## src/rtl/cpu_pipe_pkg.sv

```systemverilog
// Shared CPU pipeline types: default widths, MEM/WB beat payload, skid-buffer state.
package cpu_pipe_pkg;

    localparam int unsigned DATA_W = 16;
    localparam int unsigned RD_W   = 4;

    // MEM/WB beat payload at the default datapath widths
    typedef struct packed {
        logic              wbs;
        logic [DATA_W-1:0] memData;
        logic [DATA_W-1:0] calcData;
        logic              ni;
        logic [RD_W-1:0]   rd;
    } memwb_payload_t;

    localparam int unsigned MEMWB_PW = $bits(memwb_payload_t);

    // Skid-buffer fill state; encoding equals the number of held beats
    typedef enum logic [1:0] {
        EMPTY = 2'd0,
        ONE   = 2'd1,
        TWO   = 2'd2
    } skid_state_t;

    // Number of beats held in a given state
    function automatic logic [1:0] occ_of(input skid_state_t s);
        logic [1:0] occ;
        occ = 2'd0;
        case (s)
            EMPTY:   occ = 2'd0;
            ONE:     occ = 2'd1;
            TWO:     occ = 2'd2;
            default: occ = 2'd0;
        endcase
        return occ;
    endfunction

endpackage

```

## src/rtl/pipe_skid_buf.sv

```systemverilog
// Generic valid/ready pipeline stage: 2-entry skid buffer (SKID=1) or single
// register with pass-through ready (SKID=0). Flush kills all held beats.
module pipe_skid_buf
    import cpu_pipe_pkg::*;
#(
    parameter int unsigned PW   = 8,
    parameter bit          SKID = 1'b1
) (
    input  logic          clk,
    input  logic          rst_n,
    input  logic          flush,
    input  logic          in_valid,
    output logic          in_ready,
    input  logic [PW-1:0] in_data,
    output logic          out_valid,
    input  logic          out_ready,
    output logic [PW-1:0] out_data,
    output logic [1:0]    occupancy
);

    skid_state_t   st_q;
    skid_state_t   st_d;
    logic          in_ready_q;
    logic          out_valid_q;
    logic [1:0]    occ_q;
    logic [PW-1:0] main_q;
    logic [PW-1:0] skid_q;

    logic          accept_c;
    logic          retire_c;
    logic          load_main_c;
    logic          load_skid_c;
    logic          skid_to_main_c;

    // Handshake qualifiers; a beat presented during flush is never accepted
    assign accept_c = in_valid && in_ready && !flush;
    assign retire_c = out_valid_q && out_ready;

    // Next-state and payload-load decode
    always_comb begin
        st_d           = st_q;
        load_main_c    = 1'b0;
        load_skid_c    = 1'b0;
        skid_to_main_c = 1'b0;
        if (flush) begin
            st_d = EMPTY;
        end else begin
            case (st_q)
                EMPTY: begin
                    if (accept_c) begin
                        st_d        = ONE;
                        load_main_c = 1'b1;
                    end
                end
                ONE: begin
                    if (accept_c && retire_c) begin
                        load_main_c = 1'b1;
                    end else if (accept_c && SKID) begin
                        st_d        = TWO;
                        load_skid_c = 1'b1;
                    end else if (retire_c) begin
                        st_d = EMPTY;
                    end
                end
                TWO: begin
                    if (retire_c) begin
                        st_d           = ONE;
                        skid_to_main_c = 1'b1;
                    end
                end
                default: st_d = EMPTY;
            endcase
        end
    end

    // State and status flops, all derived from the next state
    always_ff @(posedge clk or negedge rst_n) begin
        if (!rst_n) begin
            st_q        <= EMPTY;
            in_ready_q  <= 1'b1;
            out_valid_q <= 1'b0;
            occ_q       <= 2'd0;
        end else begin
            st_q        <= st_d;
            in_ready_q  <= (st_d != TWO);
            out_valid_q <= (st_d != EMPTY);
            occ_q       <= occ_of(st_d);
        end
    end

    // Head payload: loads on accept into main or on skid promotion only
    always_ff @(posedge clk or negedge rst_n) begin
        if (!rst_n) begin
            main_q <= '0;
        end else if (skid_to_main_c) begin
            main_q <= skid_q;
        end else if (load_main_c) begin
            main_q <= in_data;
        end
    end

    // Skid payload: captures the beat that arrives while the head is stalled
    always_ff @(posedge clk or negedge rst_n) begin
        if (!rst_n) begin
            skid_q <= '0;
        end else if (load_skid_c) begin
            skid_q <= in_data;
        end
    end

    // Registered ready with a skid; pass-through ready without one
    assign in_ready  = SKID ? in_ready_q : (!out_valid_q || out_ready);
    assign out_valid = out_valid_q;
    assign out_data  = main_q;
    assign occupancy = occ_q;

endmodule

```

## src/rtl/memwb_pipe_reg.sv

```systemverilog
// MEM/WB stage register: packs the beat, buffers it, and produces the
// writeback data and register-file commit strobe from the head beat.
module memwb_pipe_reg #(
    parameter int unsigned DATA_W = cpu_pipe_pkg::DATA_W,
    parameter int unsigned RD_W   = cpu_pipe_pkg::RD_W,
    parameter bit          SKID   = 1'b1
) (
    input  logic              clk,
    input  logic              rst_n,
    input  logic              flush,
    input  logic              in_valid,
    output logic              in_ready,
    input  logic              wbs_in,
    input  logic [DATA_W-1:0] memData_in,
    input  logic [DATA_W-1:0] calcData_in,
    input  logic              ni_in,
    input  logic [RD_W-1:0]   rd_in,
    output logic              out_valid,
    input  logic              out_ready,
    output logic              wbs_out,
    output logic [DATA_W-1:0] memData_out,
    output logic [DATA_W-1:0] calcData_out,
    output logic              ni_out,
    output logic [RD_W-1:0]   rd_out,
    output logic [DATA_W-1:0] wb_data_out,
    output logic              wb_commit,
    output logic [1:0]        occupancy
);

    localparam int unsigned PW = 1 + DATA_W + DATA_W + 1 + RD_W;

    logic [PW-1:0] in_payload;
    logic [PW-1:0] out_payload;

    // Field order matches the shared payload struct layout
    assign in_payload = {wbs_in, memData_in, calcData_in, ni_in, rd_in};

    pipe_skid_buf #(
        .PW   (PW),
        .SKID (SKID)
    ) u_buf (
        .clk       (clk),
        .rst_n     (rst_n),
        .flush     (flush),
        .in_valid  (in_valid),
        .in_ready  (in_ready),
        .in_data   (in_payload),
        .out_valid (out_valid),
        .out_ready (out_ready),
        .out_data  (out_payload),
        .occupancy (occupancy)
    );

    assign {wbs_out, memData_out, calcData_out, ni_out, rd_out} = out_payload;

    // Writeback select and register-file write strobe
    assign wb_data_out = wbs_out ? memData_out : calcData_out;
    assign wb_commit   = out_valid && out_ready;

endmodule

```

## config.mk

```make
export PLATFORM = sky130hd
export DESIGN_NAME = memwb_pipe_reg
export DESIGN_NICKNAME = d
export VERILOG_FILES = /design/src/rtl/cpu_pipe_pkg.sv /design/src/rtl/pipe_skid_buf.sv /design/src/rtl/memwb_pipe_reg.sv
export SDC_FILE = /design/constraint.sdc
export NUM_CORES = 1
export LEC_CHECK = 0
export ABC_CLOCK_PERIOD_IN_PS = 3250
export CAP_MARGIN = 15
export CORE_MARGIN = 5
export CORE_UTILIZATION = 40
export CTS_CLUSTER_SIZE = 14
export DETAILED_ROUTE_END_ITERATION = 10
export PLACE_DENSITY = 0.66
export SKIP_LAST_GASP = 1
export SLEW_MARGIN = 20
export SYNTH_ARGS = -nofsm -noshare
export SYNTH_HDL_FRONTEND = slang
export SYNTH_HIERARCHICAL = 1
export SYNTH_SLANG_ARGS = --single-unit
```

## constraint.sdc

```tcl
create_clock -name clk -period 3.25 [get_ports clk]
set_input_delay 0.65 -clock clk [delete_from_list [all_inputs] [get_ports clk]]
set_output_delay 0.65 -clock clk [all_outputs]
set_load 0.05 [all_outputs]
```

### Word-level counts from Yosys, hierarchy flattened

Cells that the tools add are included.
W data, S select, Z words.

| operators by class | value |
|---|---|
| equality and inequality tests | 5 |
| mux-type cells | 21 |
| reduce and logical (&&, ||, !) cells | 8 |

Operator list:

| kind | count |
|---|---|
| $mux W38 | 2 |
| $mux W16 | 1 |
| $mux W2 | 6 |
| $mux W1 | 9 |
| $pmux W2 S3 | 1 |
| $eq A2 B1 Y1 const B | 2 |
| $eq A2 B2 Y1 const B | 2 |
| $logic_and A1 B1 Y1 | 4 |
| $pmux W2 S2 | 1 |
| $reduce_bool A2 Y1 | 2 |
| $logic_not A2 Y1 | 1 |
| $ne A2 B2 Y1 const B | 1 |
| $pmux W1 S2 | 1 |
| $logic_not A1 Y1 | 1 |

| storage, ports and cells | value |
|---|---|
| register bits after elaboration | 82 |
| input bits | 43 |
| output and inout bits | 59 |

### Logic depth before layout (Yosys ltp)

Gate-level depths: netlist (run 1).

| depth | value |
|---|---|
| word-level depth | 8 |
| mapped depth | 7 |
| depth with buffers taken out | 4 |

### Hierarchy

Netlist (run 1), hierarchy kept.

By module, submodules not included:

| module | instances | cells each | area an instance (µm²) | seq. area each (µm²) |
|---|---|---|---|---|
| pipe_skid_buf | 1 | 273 | 3,434.5 | 2,053.2 |
| memwb_pipe_reg | 1 | 19 | 255.2 | 0.0 |

### Worst setup path after synthesis (run 1)

No wires, ideal clock.

| path | value |
|---|---|
| path type | reg2reg |
| start point | register u_buf.out_valid_q, in the netlist u_buf/out_valid |
| end point | register u_buf.main_q[37], in the netlist u_buf/out_data[37] |
| arrival | 1,933 ps |
| slack | 1,185 ps |
| stages on the path, launching flop included | 8 |
| path buffers | 3 |
| period minus slack after synthesis | 2,065 ps |
| path through | dfrtp_1 -> a21bo_1 -> or4b_1 -> clkbuf_1 -> buf_6 -> buf_6 -> mux2i_1 -> o21ai_1 |

| between the ends | value |
|---|---|
| word-level cells in the longest chain between the ends | 6 |

Ends and longest elaborated chain:

| item | RTL line | source |
|---|---|---|
| from (decl) | pipe_skid_buf.sv:24 | `logic out_valid_q;` |
| from (signal assigned) | pipe_skid_buf.sv:86 | `out_valid_q <= (st_d != EMPTY);` |
| $logic_and A1 B1 Y1 * | pipe_skid_buf.sv:37 | `assign retire_c = out_valid_q && out_ready;` |
| $logic_and A1 B1 Y1 | pipe_skid_buf.sv:56 | `if (accept_c && retire_c) begin` |
| $mux W1 | pipe_skid_buf.sv:56 |  |
| $pmux W1 S2 | pipe_skid_buf.sv:48 | `case (st_q)` |
| $mux W1 | pipe_skid_buf.sv:45 | `if (flush) begin` |
| $reduce_bool A2 Y1 (no line) | n/a |  |
| to (signal assigned) | pipe_skid_buf.sv:96 | `main_q <= skid_q;` |
| to (signal assigned) | pipe_skid_buf.sv:98 | `main_q <= in_data;` |
| to (decl) | pipe_skid_buf.sv:26 | `logic [PW-1:0] main_q;` |

Every way passes the cells marked *; elsewhere a longest branch is shown, timed or not.
A chain may end at the register's enable or synchronous reset.

### Final worst setup path (run 1)

| path | value |
|---|---|
| start point | register u_buf.main_q[37], in the netlist u_buf/out_data[37] |
| end point | output wb_data_out[5] |

| between the ends | value |
|---|---|
| word-level cells in the longest chain between the ends | 1 |

Ends and longest elaborated chain:

| item | RTL line | source |
|---|---|---|
| $mux W16 | memwb_pipe_reg.sv:57 | `assign wb_data_out = wbs_out ? memData_out : calcData_out;` |
| to (decl) | memwb_pipe_reg.sv:25 | `output logic [DATA_W-1:0] wb_data_out,` |

Every way passes these cells.

==> results of run 1 <==
layout by cell type, fill, tap and decap left out, types with 3 or more instances in the layout:
cell type / n
clkbuf_8: 11
mux2_4: 10
mux2i_1: 38
nand2_1: 41
o21ai_0: 19
clkinv_2: 3
dfrtp_1: 81
clkdlybuf4s50_1: 99
mux2_2: 44
buf_4: 5
a21oi_1: 4
o21ai_1: 20
final timing paths:
check / to / slack (ns) / cells past startpoint
min: u_buf/occupancy[1] / 0.31 / 1
min reg2reg: u_buf/out_data[26] / 0.48 / 2
max: wb_data_out[5] / 0.32 / 3
min in group clk: u_buf/out_data[26] / 0.48 / 2
max in group asynchronous: u_buf/skid_q[26] / 2.38 / 1
max reg2reg: u_buf/skid_q[2] / 1.19 / 4
flip-flops by register name, indices dropped and copies added, names as in the netlist:
name and count:
u_buf/in_ready 1, u_buf/occupancy 2, u_buf/out_data 38, u_buf/out_valid 1
u_buf/skid_q 38, u_buf/st_q 2
through the flow:
step | utilization (%) | total power [µW] | worst slack (ns) | hold WS (ns) | area [µm²]
final | 54.42 | 4266 | 0.3179 | 0.3134 | 4957
after global routing | 54.42 | 4478 | 0.2225 | 0.3907 | 4957
after CTS | 54.38 | 4316 | 0.2701 | 0.4777 | 4954
after detailed placement | 52.14 | 3560 | 0.4875 | 0.4594 | 4750
after global placement | 52.14 | 3515 | 0.5434 | 0.4549 | 4750
after floorplan | - | 2920 | 1.185 | 0.3544 | 3690
worst max-delay path, stage by stage, from the launching register on:
cell,delay (ns)
dfrtp_1,0.59
buf_4,0.32
mux2_4,0.32
clkdlybuf4s50_1,0.70
cell type report:
type,count,area (µm²)
fillers,811,4151
flip-flops and latches,82,2053
multi-input cells,190,1501
repair buffers,106,1060
clock buffers,11,151.4
well taps,111,138.9
clock inverters,5,52.55
cells by family (layout without fill, tap and decap cells):
kind of cell    Yosys count  in the layout  share of synthesized area (%)
compound gates           49             49                          7.257
buf+inv                  20            122                          3.832
flops                    82             82                          55.65
mux                      92             92                          27.81
simple gates             49             49                          5.460
metal layers:
metal	vias to the layer above	GRT usage (%)	wire (µm)
met3	7	2.307	235
met5	-	0	0
met2	52	23.72	3818
li1	1218	-	-
met4	0	5.550	102
met1	1240	19.06	3743
power groups by stage:
stage	Sequential, µW	Clock (µW)	Combinational (µW)
2_1_floorplan	2040	0	875
3_3_place_gp	1590	0	1920
3_5_place_dp	1610	0	1950
4_1_cts	1590	772	1950
5_1_grt	1630	812	2030
6_report	1590	749	1930
==> impl_metrics.toml, run 1 <==
[status]
status = "finished clean"

[final_layout]
area_growth_syn_to_layout_pct = 34.35
drive_gt1_share_pct = 20.56
fin_nets = 432
n_antenna_cell = 0
instances_no_fill = 505

[place]
port_buffers = 101
dp_hpwl_um = 5369
dp.cells = 489
place_congestion = 0.7967

[global_routing]
grt_pass1_vias = 2596
grt_max_degree = 83
grt_first_pass_wirelength_um = 13030
grt_usage_pct = 14.39
grt_overflow = 0
grt_antenna_before_repair = 0

[timing]
final-hold-violation-count = 0
finalMaxSlewViolations = 0
fmax_ghz = 0.3411
worst_clock_skew_ns = 0.01094
finalSetupTns_ns = 0
grt_setup_unrepaired = "no"
max_slew_margin_pct = 50.14
worst_pin_slew_ns = 0.7480
min_period_over_period_pct = 90.22
min_period_ns = 2.932
final-setup-viol-count = 0

[power_and_ir_drop]
ir_worst_vdd_v = 0.0003940
power.switching_uw = 1723
power.internal_uw = 2543
seqPwrFrac_pct = 37.2
p_per_area_nw_per_um2 = 860.5
comb_power_share_pct = 45.3
p_sw_share_pct = 40.39
p_clk_share_pct = 17.6
p_leak_uw = 0.002234

[yosys]
synth_fp_nets = 335
ys_warn_count = 6
synthTopCellsByCount = "dfrtp_1, mux2_2, nand2_1, mux2i_1, o21ai_1"
synthTopCellsByArea = "dfrtp_1, mux2_2, mux2i_1"
ys.flop_type = "dfrtp_1"
async_flop_share_pct = 100.0
synthMostInstantiatedCell = "dfrtp_1"
avgSynthCellArea_um2 = 12.64
ys_seq_elements = 82
synthCells = 292
yosysSeqAreaShare_pct = 55.65
synth_edf_count = 0
netlist.area_leader.share_pct = 54.93
syn-cell-area_um2 = 3690
yosys.area.top_type = "dfrtp_1"
ys_types = 25

[route]
drt-total-wl_um = 7901
vias_per_cell = 4.984
drcViolationCount = 0
firstDrtPassIters = 4
vias = 2517
post_drt_wl_per_cell_um = 15.65
drtIter0Drc = 85
ant_nets = 0

[cts]
cts_hold_buf = 0
path_clk_slew_ns = 0.08
ctsResizeCount = 0
cts_setup_buffers = 0
h-tree-depth = 3
cts_inserted_buffers = 9
tritoncts = "yes"
cts-root-buf = "clkbuf_8"
clk_path_buf_depth = 2
clk_latency_ns = 0.34
clock-sinks = 82

[critical_path]
crit_fanout = 11
cp.required_ns = 2.60
crit-reg2reg-launch = "u_buf/in_ready"
startpoint = "u_buf/out_data[37]"
crit_type = "flop to output port"
start_kind = "flop"
crit_arrival_ns = 2.28
crit_path_end_kind = "output port"

[floorplan]
dieWidth_um = 106.0
ioPinCount = 102
die-area_um2 = 11250
num_rows = 35
coreArea_um2 = 9109
start_util_pct = 40.51
fp.dieH_um = 106.0

[worst_hold_path]
worstHoldPathType = "input pin to async pin"

[job]
drv_cap = 0
No activity file was read; power rests on OpenSTA's default activity.
==> run 2, diff against run 1 <==
--- a/config.mk
+++ b/config.mk
@@ -11,6 +11,7 @@
 export CORE_UTILIZATION = 40
 export CTS_CLUSTER_SIZE = 14
 export DETAILED_ROUTE_END_ITERATION = 10
+export GPL_TIMING_DRIVEN = 0
 export PLACE_DENSITY = 0.66
 export SKIP_LAST_GASP = 1
 export SLEW_MARGIN = 20
==> run 2 against run 1 <==
Effect of this change:
- register-to-register slack got worse by 0.27 ns
- sequential cell count unchanged
- final area increased by 1.8%
- sequential power about the same
- power increased by 0.48%
- routed wire length increased by 12%
- sequential share of layout area decreased by 0.73 points
- critical path depth unchanged
- worst hold slack got worse by 0.039 ns
- critical path type is now input pin to output port
==> impl_metrics.toml, run 2 (same netlist as run 1, synthesis figures left out) <==
[status]
status = "finished clean"

[place]
port_buffers = 100
place_ws_ns = 0.3180
dp_hpwl_um = 6348
place_congestion = 0.7367

[critical_path]
crit_fanout = 7
start_kind = "input pin"
cp.required_ns = 2.60
crit_type = "input pin to output port"
crit_arrival_ns = 2.21
crit_path_end_kind = "output port"

[route]
drcViolationCount = 0
firstDrtPassIters = 4
vias_per_cell = 5.081
post_drt_wl_per_cell_um = 17.12
vias = 2637
ant_nets = 0
drtIter0Drc = 61
drt-total-wl_um = 8887

[cts]
cts_setup_buffers = 0
cts_hold_buf = 0
cts_inserted_buffers = 9
clk_path_buf_depth = 2
clock-sinks = 82
cts-root-buf = "clkbuf_8"
path_clk_slew_ns = 0.09
clk_latency_ns = 0.34
tritoncts = "yes"
ctsResizeCount = 0
h-tree-depth = 3

[power_and_ir_drop]
p_clk_share_pct = 16.9
power.internal_uw = 2528
p_per_area_nw_per_um2 = 849.5
p_sw_share_pct = 41.04
power.switching_uw = 1759
ir_worst_vdd_v = 0.0004359
p_leak_uw = 0.002273
comb_power_share_pct = 46.2
seqPwrFrac_pct = 36.8

[floorplan]
coreArea_um2 = 9109
fp.dieH_um = 106.0
num_rows = 35
dieWidth_um = 106.0
die-area_um2 = 11250
ioPinCount = 102
start_util_pct = 40.51

[final_layout]
drive_gt1_share_pct = 20.34
layout_common_cells = "clkdlybuf4s50_1, dfrtp_1, mux2_2, nand2_1, mux2i_1"
fin_nets = 447
n_antenna_cell = 0
layout_commonest_cell = "clkdlybuf4s50_1"
area_growth_syn_to_layout_pct = 36.76
fillCellCount = 817

[worst_hold_path]
worstHoldPathType = "input pin to async pin"

[timing]
final-hold-violation-count = 0
grt_setup_unrepaired = "no"
worst_clock_skew_ns = 0.01433
final-setup-viol-count = 0
finalMaxSlewViolations = 0
hold-worst-slack_ns = 0.2739
min_period_over_period_pct = 87.92
min_period_ns = 2.857
max_slew_margin_pct = 56.79
worst_pin_slew_ns = 0.6482
setup_ws_ns = 0.3925
fmax_ghz = 0.3500

[job]
drv_cap = 0

[global_routing]
grt_first_pass_wirelength_um = 14480
grt_usage_pct = 16.10
grt_overflow = 0
grt_antenna_before_repair = 0
grt_max_degree = 47
grt_pass1_vias = 2838
run 2: critical path: stages:
cell	delay [ns]
clkdlybuf4s50_1	0.59
and2_1	0.17
clkdlybuf4s50_1	0.80
run 2: layout make-up:
cell class	instances	area, µm²	share of cell area [%]
Clock inverter	6	67.56	1.339
Timing Repair Buffer	101	1026	20.33
Buffer	20	141.4	2.802
Sequential cell	82	2053	40.69
Multi-Input combinational cell	190	1495	29.63
Tap cell	111	138.9	2.752
Clock buffer	9	123.9	2.455
run 2: worst paths after layout:
kind	from	end	slack (ns)	depth (start not counted)
setup / recovery	out_ready	wb_commit	0.39	3
setup reg to reg	u_buf/st_q[0]	u_buf/out_data[7]	0.92	6
hold reg to reg	u_buf/skid_q[29]	u_buf/out_data[29]	0.47	2
hold / removal	rst_n	u_buf/out_data[12]	0.27	1
min in group clk	u_buf/skid_q[29]	u_buf/out_data[29]	0.47	2
max in group asynchronous	rst_n	u_buf/out_data[37]	2.38	2
run 2: layer usage:
| metal | vias up | global-route usage [%] | routed length, µm |
|---|---|---|---|
| met5 | - | 0 | 0 |
| met4 | 0 | 4.995 | 86 |
| met3 | 7 | 2.611 | 300 |
| met2 | 57 | 26.78 | 4403 |
| met1 | 1322 | 21.61 | 4096 |
| li1 | 1251 | - | - |
run 2: power groups by stage:
stage	logic (µW)	registers, µW	clock network, µW
finish	1980	1580	726
global route	2080	1620	797
CTS	2000	1580	757
detailed placement	2000	1600	0
global placement	1970	1580	0
floorplan	875	2040	0
run 2: stage by stage:
step / cell area (µm²) / TNS, ns / instances / util [%] / total power [µW]
after floorplan: 3690 / 0 / 292 / - / 2920
after global placement: 4830 / -112.50 / 503 / 53.02 / 3550
after detailed placement: 4855 / 0 / 504 / 53.30 / 3598
after CTS: 5046 / 0 / 519 / 55.40 / 4340
after global routing: 5046 / 0 / 519 / 55.40 / 4503
final: 5046 / 0 / 519 / 55.40 / 4287
